File: config.mk
export PLATFORM = sky130hd
export DESIGN_NAME = dram_piso
export DESIGN_NICKNAME = d
export VERILOG_FILES = /design/src/rtl/dram_piso.sv
export SDC_FILE = /design/constraint.sdc
export NUM_CORES = 1
export LEC_CHECK = 0
export ABC_CLOCK_PERIOD_IN_PS = 4850
export CAP_MARGIN = 20
export CORE_UTILIZATION = 58
export CTS_BUF_LIST = sky130_fd_sc_hd__clkbuf_16
export CTS_CLUSTER_SIZE = 16
export DETAILED_ROUTE_END_ITERATION = 10
export PLACE_DENSITY_LB_ADDON = 0.08
export SLEW_MARGIN = 40
export SYNTH_ARGS = -nofsm -noshare
export SYNTH_HDL_FRONTEND = slang
export SYNTH_SLANG_ARGS = --single-unit
export TNS_END_PERCENT = 30
File: constraint.sdc
create_clock -name clk -period 4.85 [get_ports clk]
set_clock_uncertainty 0.15 [all_clocks]
set_input_delay 0.485 -clock clk [delete_from_list [all_inputs] [get_ports clk]]
set_output_delay 0.485 -clock clk [all_outputs]
set_load 0.03 [all_outputs]
File: src/rtl/dram_piso.sv
// Parallel-in/serial-out transmit stage: MSB-first shifter with a one-entry holding register.
// Optional even-parity trailer bit is enabled by defining DRAM_PISO_PARITY_EN.
module dram_piso #(
  parameter int unsigned WIDTH = 8,
  parameter int unsigned GAP   = 0
) (
  input  logic             clk,
  input  logic             rst_b,
  input  logic             in_valid,
  input  logic [WIDTH-1:0] in_data,
  output logic             in_ready,
  output logic             ser_out,
  output logic             ser_valid,
  output logic             ser_first,
  output logic             ser_last,
  output logic             busy
);

  localparam int unsigned CNT_W = $clog2(WIDTH);
  localparam int unsigned GAP_W = 4;
  localparam logic [CNT_W-1:0] CNT_TOP = CNT_W'(WIDTH - 1);
  localparam logic [GAP_W-1:0] GAP_TOP = GAP_W'((GAP == 0) ? 0 : GAP - 1);

`ifdef DRAM_PISO_PARITY_EN
  typedef enum logic [1:0] {S_IDLE, S_SHIFT, S_PAR, S_GAP} state_e;
`else
  typedef enum logic [1:0] {S_IDLE, S_SHIFT, S_GAP} state_e;
`endif

  state_e             state_q, state_d;
  logic [WIDTH-1:0]   shreg_q, shreg_d;
  logic [CNT_W-1:0]   bit_cnt_q, bit_cnt_d;
  logic [GAP_W-1:0]   gap_cnt_q, gap_cnt_d;
  logic [WIDTH-1:0]   hold_q, hold_d;
  logic               hold_full_q, hold_full_d;
  logic               ser_out_q, ser_out_d;
  logic               ser_valid_q, ser_valid_d;
  logic               ser_first_q, ser_first_d;
  logic               ser_last_q, ser_last_d;
  logic               busy_q, busy_d;
`ifdef DRAM_PISO_PARITY_EN
  logic               par_q, par_d;
`endif

  logic               accept;
  logic               slot_end;
  logic               bypass;
  logic               load;
  logic [WIDTH-1:0]   load_w;

  assign accept = in_valid && !hold_full_q;

  // State and datapath registers.
  always_ff @(posedge clk or negedge rst_b) begin
    if (!rst_b) begin
      state_q     <= S_IDLE;
      shreg_q     <= '0;
      bit_cnt_q   <= '0;
      gap_cnt_q   <= '0;
      hold_q      <= '0;
      hold_full_q <= 1'b0;
      ser_out_q   <= 1'b0;
      ser_valid_q <= 1'b0;
      ser_first_q <= 1'b0;
      ser_last_q  <= 1'b0;
      busy_q      <= 1'b0;
`ifdef DRAM_PISO_PARITY_EN
      par_q       <= 1'b0;
`endif
    end else begin
      state_q     <= state_d;
      shreg_q     <= shreg_d;
      bit_cnt_q   <= bit_cnt_d;
      gap_cnt_q   <= gap_cnt_d;
      hold_q      <= hold_d;
      hold_full_q <= hold_full_d;
      ser_out_q   <= ser_out_d;
      ser_valid_q <= ser_valid_d;
      ser_first_q <= ser_first_d;
      ser_last_q  <= ser_last_d;
      busy_q      <= busy_d;
`ifdef DRAM_PISO_PARITY_EN
      par_q       <= par_d;
`endif
    end
  end

  // Next-state, reload arbitration and next-cycle output values.
  always_comb begin
    state_d     = state_q;
    shreg_d     = shreg_q;
    bit_cnt_d   = bit_cnt_q;
    gap_cnt_d   = gap_cnt_q;
    hold_d      = hold_q;
    hold_full_d = hold_full_q;
`ifdef DRAM_PISO_PARITY_EN
    par_d       = par_q;
`endif
    slot_end    = 1'b0;
    bypass      = 1'b0;
    load        = 1'b0;
    load_w      = hold_q;

    case (state_q)
      S_IDLE: slot_end = 1'b1;
      S_SHIFT: begin
        if (bit_cnt_q != '0) begin
          shreg_d   = {shreg_q[WIDTH-2:0], 1'b0};
          bit_cnt_d = bit_cnt_q - CNT_W'(1);
        end else begin
`ifdef DRAM_PISO_PARITY_EN
          state_d = S_PAR;
`else
          if (GAP != 0) begin
            state_d   = S_GAP;
            gap_cnt_d = GAP_TOP;
          end else begin
            slot_end = 1'b1;
          end
`endif
        end
      end
`ifdef DRAM_PISO_PARITY_EN
      S_PAR: begin
        if (GAP != 0) begin
          state_d   = S_GAP;
          gap_cnt_d = GAP_TOP;
        end else begin
          slot_end = 1'b1;
        end
      end
`endif
      S_GAP: begin
        if (gap_cnt_q == '0) slot_end = 1'b1;
        else gap_cnt_d = gap_cnt_q - GAP_W'(1);
      end
      default: state_d = S_IDLE;
    endcase

    // A finished slot takes the held word first, then a bypassing input word.
    if (slot_end) begin
      if (hold_full_q) begin
        load        = 1'b1;
        load_w      = hold_q;
        hold_full_d = 1'b0;
      end else if (accept) begin
        load   = 1'b1;
        load_w = in_data;
        bypass = 1'b1;
      end else begin
        state_d = S_IDLE;
      end
    end

    if (load) begin
      state_d   = S_SHIFT;
      shreg_d   = load_w;
      bit_cnt_d = CNT_TOP;
`ifdef DRAM_PISO_PARITY_EN
      par_d     = ^load_w;
`endif
    end

    if (accept && !bypass) begin
      hold_d      = in_data;
      hold_full_d = 1'b1;
    end

    ser_valid_d = (state_d == S_SHIFT);
    ser_out_d   = (state_d == S_SHIFT) && shreg_d[WIDTH-1];
    ser_first_d = (state_d == S_SHIFT) && (bit_cnt_d == CNT_TOP);
`ifdef DRAM_PISO_PARITY_EN
    ser_valid_d = ser_valid_d || (state_d == S_PAR);
    ser_out_d   = ser_out_d || ((state_d == S_PAR) && par_d);
    ser_last_d  = (state_d == S_PAR);
`else
    ser_last_d  = (state_d == S_SHIFT) && (bit_cnt_d == '0);
`endif
    busy_d      = (state_d != S_IDLE) || hold_full_d;
  end

  assign in_ready  = !hold_full_q;
  assign ser_out   = ser_out_q;
  assign ser_valid = ser_valid_q;
  assign ser_first = ser_first_q;
  assign ser_last  = ser_last_q;
  assign busy      = busy_q;

endmodule
==> impl_metrics.yaml, run 1 <==
outcome:
  status: "completed"
cells_and_area:
  areaGrowthSynthToFinish_pct: 22.3
  final_util_pct: 77.2
  layout.filler_cells: 152
  design.final.nets: 150
  antenna_cells: 0
  stdcell_count: 163
  fraction_of_layout_instances_using_a_drive_strength_above_1_pct: 14.1
routing:
  detail_route.wl_per_cell_um: 16.0
  drt-total-wl_um: 2610
  detail_route.drc_violations: 0
  drt_iter0_markers: 21
  ant_nets: 0
  detail_route.first_pass.iterations: 4
  vias_per_instance: 5.58
  routed-via-count: 909
setup_path:
  worst_r2r_startpoint: "gap_cnt_q[1]"
  regToRegSetupSlack_ps: 2700
  worst-r2r-cell-count: 6
  cp_data_required_time_ps: 4850
  worst-path-max-fanout: 9
  setup.worst_path.class: "in2reg"
  crit_chain: "clkdlybuf4s50_1, nand2b_1, nor3_4, mux2_4"
  max_stage_delay_ps: 540
  r2r-end: "shreg_q[4]"
  slowest_stage: "nor3_4"
  cp.arrival_ps: 2220
  worst_setup_path_end_kind: "register"
  start_kind: "input port"
sta:
  finalSetupTns_ps: 0
  final-hold-violation-count: 0
  layout_worst_path_cycle_share_pct: 45.9
  worst_slew_pin_slew_ps: 626
  timing_max_transition_violations_final: 0
  timing.final.crit_period_ps: 2230
  unrepaired_setup_endpoints_after_global_routing: "false"
  max_transition_margin_pct: 58.3
  setup_violations: 0
  maximum_clock_frequency_mhz: 449
  hold-worst-slack_ps: 338
global_route:
  grt_pass1_wl_um: 4260
  gr-total-overflow: 0
  vias_in_the_first_global_route: 901
  initial_antenna_violation_count: 0
  gr-usage-all-layers_pct: 23.5
  maximum_number_of_pins_on_one_net_before_global_route_repair: 31
logic_synthesis:
  async_flop_share_pct: 100
  synth_enable_flop_cells: 0
  synthTopCellsByArea: "dfrtp_1, mux2i_1, mux2_4, ha_1, nand2_1"
  warnings_synthesis: 0
  synth_cells: 114
  synth_fp_nets: 129
  synthDominantAreaCellType: "dfrtp_1"
  synth_top_cells_by_count: "dfrtp_1, mux2i_1, nand2_1, mux2_4, inv_1"
  synth_area_per_cell_sq_um: 12.5
  synth_cell_types: 27
  yosys.area.top_type_share_pct: 52.7
  synth_seq_area_share_pct: 52.7
  synth.ff_latch_count: 30
  synth_most_common_cell: "dfrtp_1"
  netlist_area_sq_mm: 0.00142
  synth_top_flop_cell: "dfrtp_1"
power:
  vdd_drop_max_v: 0.000457
  static-leakage-power_nw: 0.832
  power_per_cell_area_mw_per_mm2: 674
  power.total_mw: 1.17
clocking:
  clock_tree_from_tritoncts: "done"
  clkTransAtPathRegs_ps: 50
  root_buffer: "clkbuf_16"
  cts_buffer_depth: 2
  h-tree-depth: 2
  clk_sinks: 30
  cts_buffers: 5
  post_cts.resized_instances: 0
  post_cts_hold_buffer_count: 0
  post-cts-setup-buffer-count: 0
  clk_latency_ps: 270
placed_design:
  dp.cells: 156
  dpl.hpwl_um: 1720
  port-buffer-count: 16
  gpl.final_weighted_congestion: 0.705
min_path:
  timing.hold.worst_endpoint: "gap_cnt_q[3]"
  min-delay-path-class: "reg2reg"
  hold-path-cell-count: 1
  hold_start: "gap_cnt_q[3]"
die:
  initial_core_util_pct: 63.2
  die_area_sq_mm: 0.00266
  io-pin-count: 17
  placement_rows: 17
  fp.dieH_um: 51.5
  core_area_sq_mm: 0.00225
  chipWidth_um: 51.5
run:
  maxCapViolations: 0
==> flip-flops by register name, summed over array words and instances, names as in the netlist <==
| name | flops |
|---|---|
| hold_q | 8 |
| shreg_q | 7 |
| gap_cnt_q | 4 |
| bit_cnt_q | 3 |
| state_q | 2 |
| busy | 1 |
| hold_full_q | 1 |
| ser_first | 1 |
| ser_last | 1 |
| ser_out | 1 |
| ser_valid | 1 |
==> worst max-delay path, delay by kind of cell <==
kind / cells / cell delay, ps
and+or+nand+nor: 2 / 860
muxes: 1 / 350
buffers and inverters: 1 / 520
==> layer usage <==
layer / vias to the layer above / track usage, % / routed length [um]
met4: 0 / 9.01 / 39
li1: 433 / - / -
met2: 25 / 33.3 / 1190
met3: 5 / 8.19 / 124
met5: - / 0 / 0
met1: 446 / 33.0 / 1250
==> worst max path at each step <==
stage / startpoint / endpoint / slack, ps
floorplan: gap_cnt_q[0] / hold_q[0] / 2940
global placement: in_valid / hold_q[3] / 2400
detailed placement: in_valid / hold_q[4] / 2350
CTS: in_valid / hold_q[4] / 2630
global route: in_valid / hold_q[1] / 2560
finish: in_valid / hold_q[4] / 2620
==> cell type report <==
type | count | area, sq um | share of cell area, %
Tap cell | 28 | 35.0 | 2.01
Clock inverter | 2 | 7.51 | 0.431
Sequential cell | 30 | 751 | 43.1
Timing Repair Buffer | 17 | 168 | 9.63
Clock buffer | 5 | 125 | 7.18
Inverter | 7 | 26.3 | 1.51
Multi-Input combinational cell | 74 | 629 | 36.1
==> report_power, final <==
group          switching [mW]  leakage [nW]  internal, mW
combinational           0.252         0.396         0.232
sequential             0.0580         0.364         0.354
clock                  0.0959        0.0723         0.182
total                   0.406         0.832         0.769
==> cell usage in the layout (no fill, tap or decap), drive strengths merged <==
cell           count
xnor2              2
mux2i             20
clkbuf             5
nor4b              1
nor2               3
inv                9
nor2b              3
ha                 4
nand3              2
nand2             14
o22a               1
o211ai             1
xor2               2
or3b               1
dfrtp             30
clkdlybuf4s50     16
buf                1
o22ai              2
nor4               1
nor3               2
o21ai              3
nand2b             2
o41ai              1
mux2               8
a21oi              1
==> kinds of logic after synthesis <==
family,Yosys count,synth area share [%]
AO/OA/AOI/OAI,9,4.31
adder cells (fa/ha/maj),4,3.52
buffers and inverters,10,3.08
flip-flops,30,52.7
multiplexers,28,22.5
XOR/XNOR,4,2.46
AND/OR/NAND/NOR,29,11.4
==> through the flow <==
stage / setup slack [ps] / area, sq um
finish: 2620 / 1740
global placement: 2400 / 1610
detailed placement: 2350 / 1610
floorplan: 2940 / 1420
CTS: 2630 / 1740
global route: 2560 / 1740
(Power assumes the default switching activity.)
==> inputs of run 2 (changes only) <==
- ABC_CLOCK_PERIOD_IN_PS: 4850 -> 2200
- CORE_UTILIZATION: 58 -> 54
- clock period: 4.85 -> 2.2 ns (I/O delays scaled with it)
==> run 2 against run 1 <==
- via count decreased by 0.99%
- combinational power grew 120%
- hold slack got worse by 150 ps
- register-to-register slack lost 2600 ps
- cell area grew 0.65%
- sequential share of layout area down 0.28 points
- wire length decreased by 5.7%
- die area is 7.1% higher
- global-route usage shrank 1.9 points
- cell count increased by 1.8%
- clock-buffer cell count unchanged
- critical endpoint is now hold_q[3]
==> impl_metrics.yaml, run 2 (synthesized netlist as in run 1, its figures left out) <==
outcome:
  status: "completed"
sta:
  layout_worst_path_cycle_share_pct: 95.4
  final-hold-violation-count: 0
  timing.final.crit_period_ps: 2100
  unrepaired_setup_endpoints_after_global_routing: "false"
  max_transition_margin_pct: 57.7
  maximum_clock_frequency_mhz: 476
  setup_violations: 0
  finalSetupTns_ps: 0
  worst_slew_pin_slew_ps: 635
  hold-worst-slack_ps: 190
  timing_max_transition_violations_final: 0
clocking:
  cts_buffers: 5
  clk_latency_ps: 270
  cts_buffer_depth: 2
  post-cts-setup-buffer-count: 0
  clkTransAtPathRegs_ps: 50
  root_buffer: "clkbuf_16"
  clock_tree_from_tritoncts: "done"
  clk_sinks: 30
  h-tree-depth: 2
routing:
  detail_route.first_pass.iterations: 3
  ant_nets: 0
  detail_route.wl_per_cell_um: 14.8
  routed-via-count: 900
  detail_route.drc_violations: 0
  drt-total-wl_um: 2460
  vias_per_instance: 5.42
  drt_iter0_markers: 7
run:
  maxCapViolations: 0
setup_path:
  start_kind: "register"
  critical_path.top_delay_family: "simple AND/OR/NAND/NOR gates"
  crit_chain: "inv_1, ha_1, or3b_4, nor2b_4, nor3_4, mux2_4"
  slowest_stage: "nor3_4"
  cp.arrival_ps: 2090
  setup.worst_path.class: "reg2reg"
  cp.buffers_inverters: 1
  max_stage_delay_ps: 530
  worst_setup_path_end_kind: "register"
  worst-path-max-fanout: 8
  cp_data_required_time_ps: 2200
power:
  power_per_cell_area_mw_per_mm2: 1470
  vdd_drop_max_v: 0.000870
  static-leakage-power_nw: 0.835
die:
  chipWidth_um: 53.4
  die_area_sq_mm: 0.00285
  initial_core_util_pct: 57.5
  io-pin-count: 17
  fp.dieH_um: 53.4
  placement_rows: 18
  core_area_sq_mm: 0.00248
placed_design:
  gpl.final_weighted_congestion: 0.715
  dpl.hpwl_um: 1690
  port-buffer-count: 16
cells_and_area:
  registers.top_by_ff_count: "hold_q"
  final_util_pct: 70.8
  final_common_cell: "dfrtp_1"
  design.final.nets: 151
  reg_top3: "hold_q (8), shreg_q (7), gap_cnt_q (4)"
  fraction_of_layout_instances_using_a_drive_strength_above_1_pct: 15.4
  largest_register_ff_count: 8
  most-common-layout-cells: "dfrtp_1, mux2i_1, clkdlybuf4s50_1"
  antenna_cells: 0
  areaGrowthSynthToFinish_pct: 23.1
global_route:
  initial_antenna_violation_count: 0
  gr-total-overflow: 0
  grt_pass1_wl_um: 4200
  gr-usage-all-layers_pct: 21.5
  vias_in_the_first_global_route: 900
  maximum_number_of_pins_on_one_net_before_global_route_repair: 31
min_path:
  min-delay-path-class: "in2async"
==> run 2: cell count changes in the layout (fill, tap and decap cells not counted) <==
cell	before	now
buf_4	1	2
o22a_2	0	1
o22a_1	1	0
==> run 2: layout make-up <==
cell class	count	area [sq um]
clock inverter	2	7.51
tap	30	37.5
inverter	7	26.3
multi-input combinational	74	631
fill	189	724
sequential	30	751
clock buffer	5	125
timing repair buffer	18	175
==> run 2: report_power, final <==
group          switching [mW]  internal, mW  total, mW
Clock                   0.203         0.401      0.605
Combinational           0.538         0.519       1.06
Sequential              0.127         0.781      0.908
==> run 2: layer usage <==
layer | routed length [um] | GRT usage, % | vias up
li1 | - | - | 437
met1 | 1150 | 27.6 | 442
met2 | 1170 | 33.1 | 16
met3 | 97 | 6.61 | 5
met4 | 41 | 9.21 | 0
met5 | 0 | 0 | -
==> run 2: worst register-to-register path, cell delays in order (launching register included) <==
cell	delay (ps)
dfrtp_1	370
inv_1	80
ha_1	190
or3b_4	240
nor2b_4	60
nor3_4	530
mux2_4	350
==> run 2: what timing repair did <==
action / CTS / global route
hold buffers: 0 / 0
resized for setup: 0 / 1
endpoints found under the setup margin: 0 / 13
==> run 2: path summary, 6_finish.rpt <==
check / cells past startpoint / end / start / slack [ps]
hold reg to reg: 1 / gap_cnt_q[3] / gap_cnt_q[3] / 330
setup / recovery: 6 / hold_q[3] / gap_cnt_q[0] / 100
setup reg to reg: 6 / hold_q[3] / gap_cnt_q[0] / 100
hold / removal: 2 / ser_last / rst_b / 190
min in group clk: 1 / gap_cnt_q[3] / gap_cnt_q[3] / 330
max in group asynchronous: 2 / bit_cnt_q[0] / rst_b / 1430
==> run 2: through the flow <==
step / setup WS (ps) / instance area [sq um] / cells / power, mW
after detailed placement: 69.3 / 1620 / 159 / 1.97
after global routing: 21.9 / 1750 / 166 / 2.74
final: 101 / 1750 / 166 / 2.57
after CTS: 67.4 / 1750 / 166 / 2.60
after global placement: 132 / 1620 / 159 / 1.93
after floorplan: 286 / 1420 / 114 / 1.70
==> inputs of run 3 (changes only) <==
- REMOVE_ABC_BUFFERS: unset -> 1
==> run 3 against run 2 <==
- sequential power down 0.7%
- clock-buffer cell count did not move
- sequential cell count is the same
- worst setup slack improved by 7.4 ps
- register-to-register slack about the same
- critical path type unchanged
==> impl_metrics.yaml, run 3 (synthesized netlist as in run 1, its figures left out) <==
outcome:
  status: "completed"
clocking:
  clk_sinks: 30
  h-tree-depth: 2
  post_cts_hold_buffer_count: 0
  cts_buffer_depth: 2
  post-cts-setup-buffer-count: 0
  cts_buffers: 5
  post_cts.resized_instances: 0
  clkTransAtPathRegs_ps: 50
  clk_latency_ps: 270
  clock_tree_from_tritoncts: "done"
  root_buffer: "clkbuf_16"
cells_and_area:
  antenna_cells: 0
  largest_register_ff_count: 8
  areaGrowthSynthToFinish_pct: 23.5
  final_util_pct: 71.0
  most-common-layout-cells: "dfrtp_1, mux2i_1, clkdlybuf4s50_1"
  reg_top3: "hold_q (8), shreg_q (7), gap_cnt_q (4)"
  stdcell_count: 167
  design.final.nets: 151
  registers.top_by_ff_count: "hold_q"
  final_common_cell: "dfrtp_1"
  fraction_of_layout_instances_using_a_drive_strength_above_1_pct: 16.1
sta:
  setup_violations: 0
  final-hold-violation-count: 0
  timing_max_transition_violations_final: 0
  layout_worst_path_cycle_share_pct: 95.1
  finalSetupTns_ps: 0
  worst_slew_pin_slew_ps: 629
  hold-worst-slack_ps: 184
  unrepaired_setup_endpoints_after_global_routing: "false"
  timing.final.crit_period_ps: 2090
  max_transition_margin_pct: 58.1
  maximum_clock_frequency_mhz: 478
setup_path:
  regToRegSetupSlack_ps: 110
  worst-path-max-fanout: 8
  r2r-end: "hold_q[7]"
  slowest_stage: "nor3_4"
  timing.critical_path.from: "gap_cnt_q[0]"
  worst-r2r-cell-count: 6
  max_stage_delay_ps: 540
  crit_chain: "inv_1, ha_1, or3b_4, nor2b_4, nor3_4, mux2_4"
  cp_data_required_time_ps: 2200
  worst_setup_path_end_kind: "register"
  start_kind: "register"
  setup.worst_path.class: "reg2reg"
  cp.arrival_ps: 2090
  worst_r2r_startpoint: "gap_cnt_q[0]"
global_route:
  grt_pass1_wl_um: 3970
  maximum_number_of_pins_on_one_net_before_global_route_repair: 31
  gr-total-overflow: 0
  gr-usage-all-layers_pct: 20.3
  vias_in_the_first_global_route: 914
  initial_antenna_violation_count: 0
placed_design:
  dp.cells: 159
  port-buffer-count: 16
  dpl.hpwl_um: 1630
  gpl.final_weighted_congestion: 0.733
run:
  maxCapViolations: 0
routing:
  drt-total-wl_um: 2360
  detail_route.drc_violations: 0
  ant_nets: 0
  vias_per_instance: 5.36
  detail_route.first_pass.iterations: 4
  detail_route.wl_per_cell_um: 14.1
  routed-via-count: 895
  drt_iter0_markers: 7
power:
  vdd_drop_max_v: 0.000940
  static-leakage-power_nw: 0.835
  power_report.internal_total_mw: 1.71
  power_frac_comb_pct: 40.9
  sw_frac_of_total_pct: 33.8
  power_frac_seq_pct: 35.0
  power_per_cell_area_mw_per_mm2: 1470
  power.net_switching_mw: 0.873
  clock_power_share_pct: 24.1
die:
  fp.dieH_um: 53.4
  initial_core_util_pct: 57.5
  chipWidth_um: 53.4
  placement_rows: 18
  die_area_sq_mm: 0.00285
  io-pin-count: 17
  core_area_sq_mm: 0.00248
min_path:
  min-delay-path-class: "in2async"
run 3: final cells by class:
type                       instances  area (sq um)
timing repair buffer              18           175
clock inverter                     3          12.5
multi-input combinational         74           631
sequential                        30           751
fill                             182           719
tap                               30          37.5
clock buffer                       5           125
inverter                           7          26.3
run 3: per-layer routing:
layer	routed length, um	vias to the layer above	track usage, %	part of all wire, %
li1	-	439	-	-
met4	41	0	9.21	1.7
met1	1030	429	23.0	44
met3	90	4	6.90	3.8
met5	0	-	0	0
met2	1200	23	33.8	51
run 3: through the flow:
stage | setup slack [ps] | instance area (sq um) | power, mW
after floorplan | 276 | 1410 | 1.68
after global placement | 122 | 1620 | 1.93
after detailed placement | 71.3 | 1620 | 1.96
after CTS | 78.2 | 1760 | 2.60
after global routing | 4.78 | 1760 | 2.73
final | 109 | 1760 | 2.58
run 3: power groups by stage:
stage	combinational, mW	clock [mW]	sequential, mW
global placement	1.02	0	0.904
CTS	1.07	0.634	0.905
floorplan	0.728	0	0.948
finish	1.06	0.621	0.902
global route	1.14	0.654	0.933
detailed placement	1.06	0	0.905
run 3: worst max-delay path by stage:
stage,to,slack (ps),cells after the start
6_report,hold_q[7],110,6
5_1_grt,hold_q[7],5,6
4_1_cts,shreg_q[6],80,6
3_5_place_dp,shreg_q[6],70,6
3_3_place_gp,shreg_q[5],120,6
2_1_floorplan,shreg_q[1],280,6
run 3: critical path, delay by kind of cell (launching register included):
kind | cells | cell delay [ps]
adder cells (fa/ha/maj) | 1 | 180
buffers and inverters | 1 | 80
flip-flops | 1 | 380
multiplexers | 1 | 350
AND/OR/NAND/NOR | 3 | 840
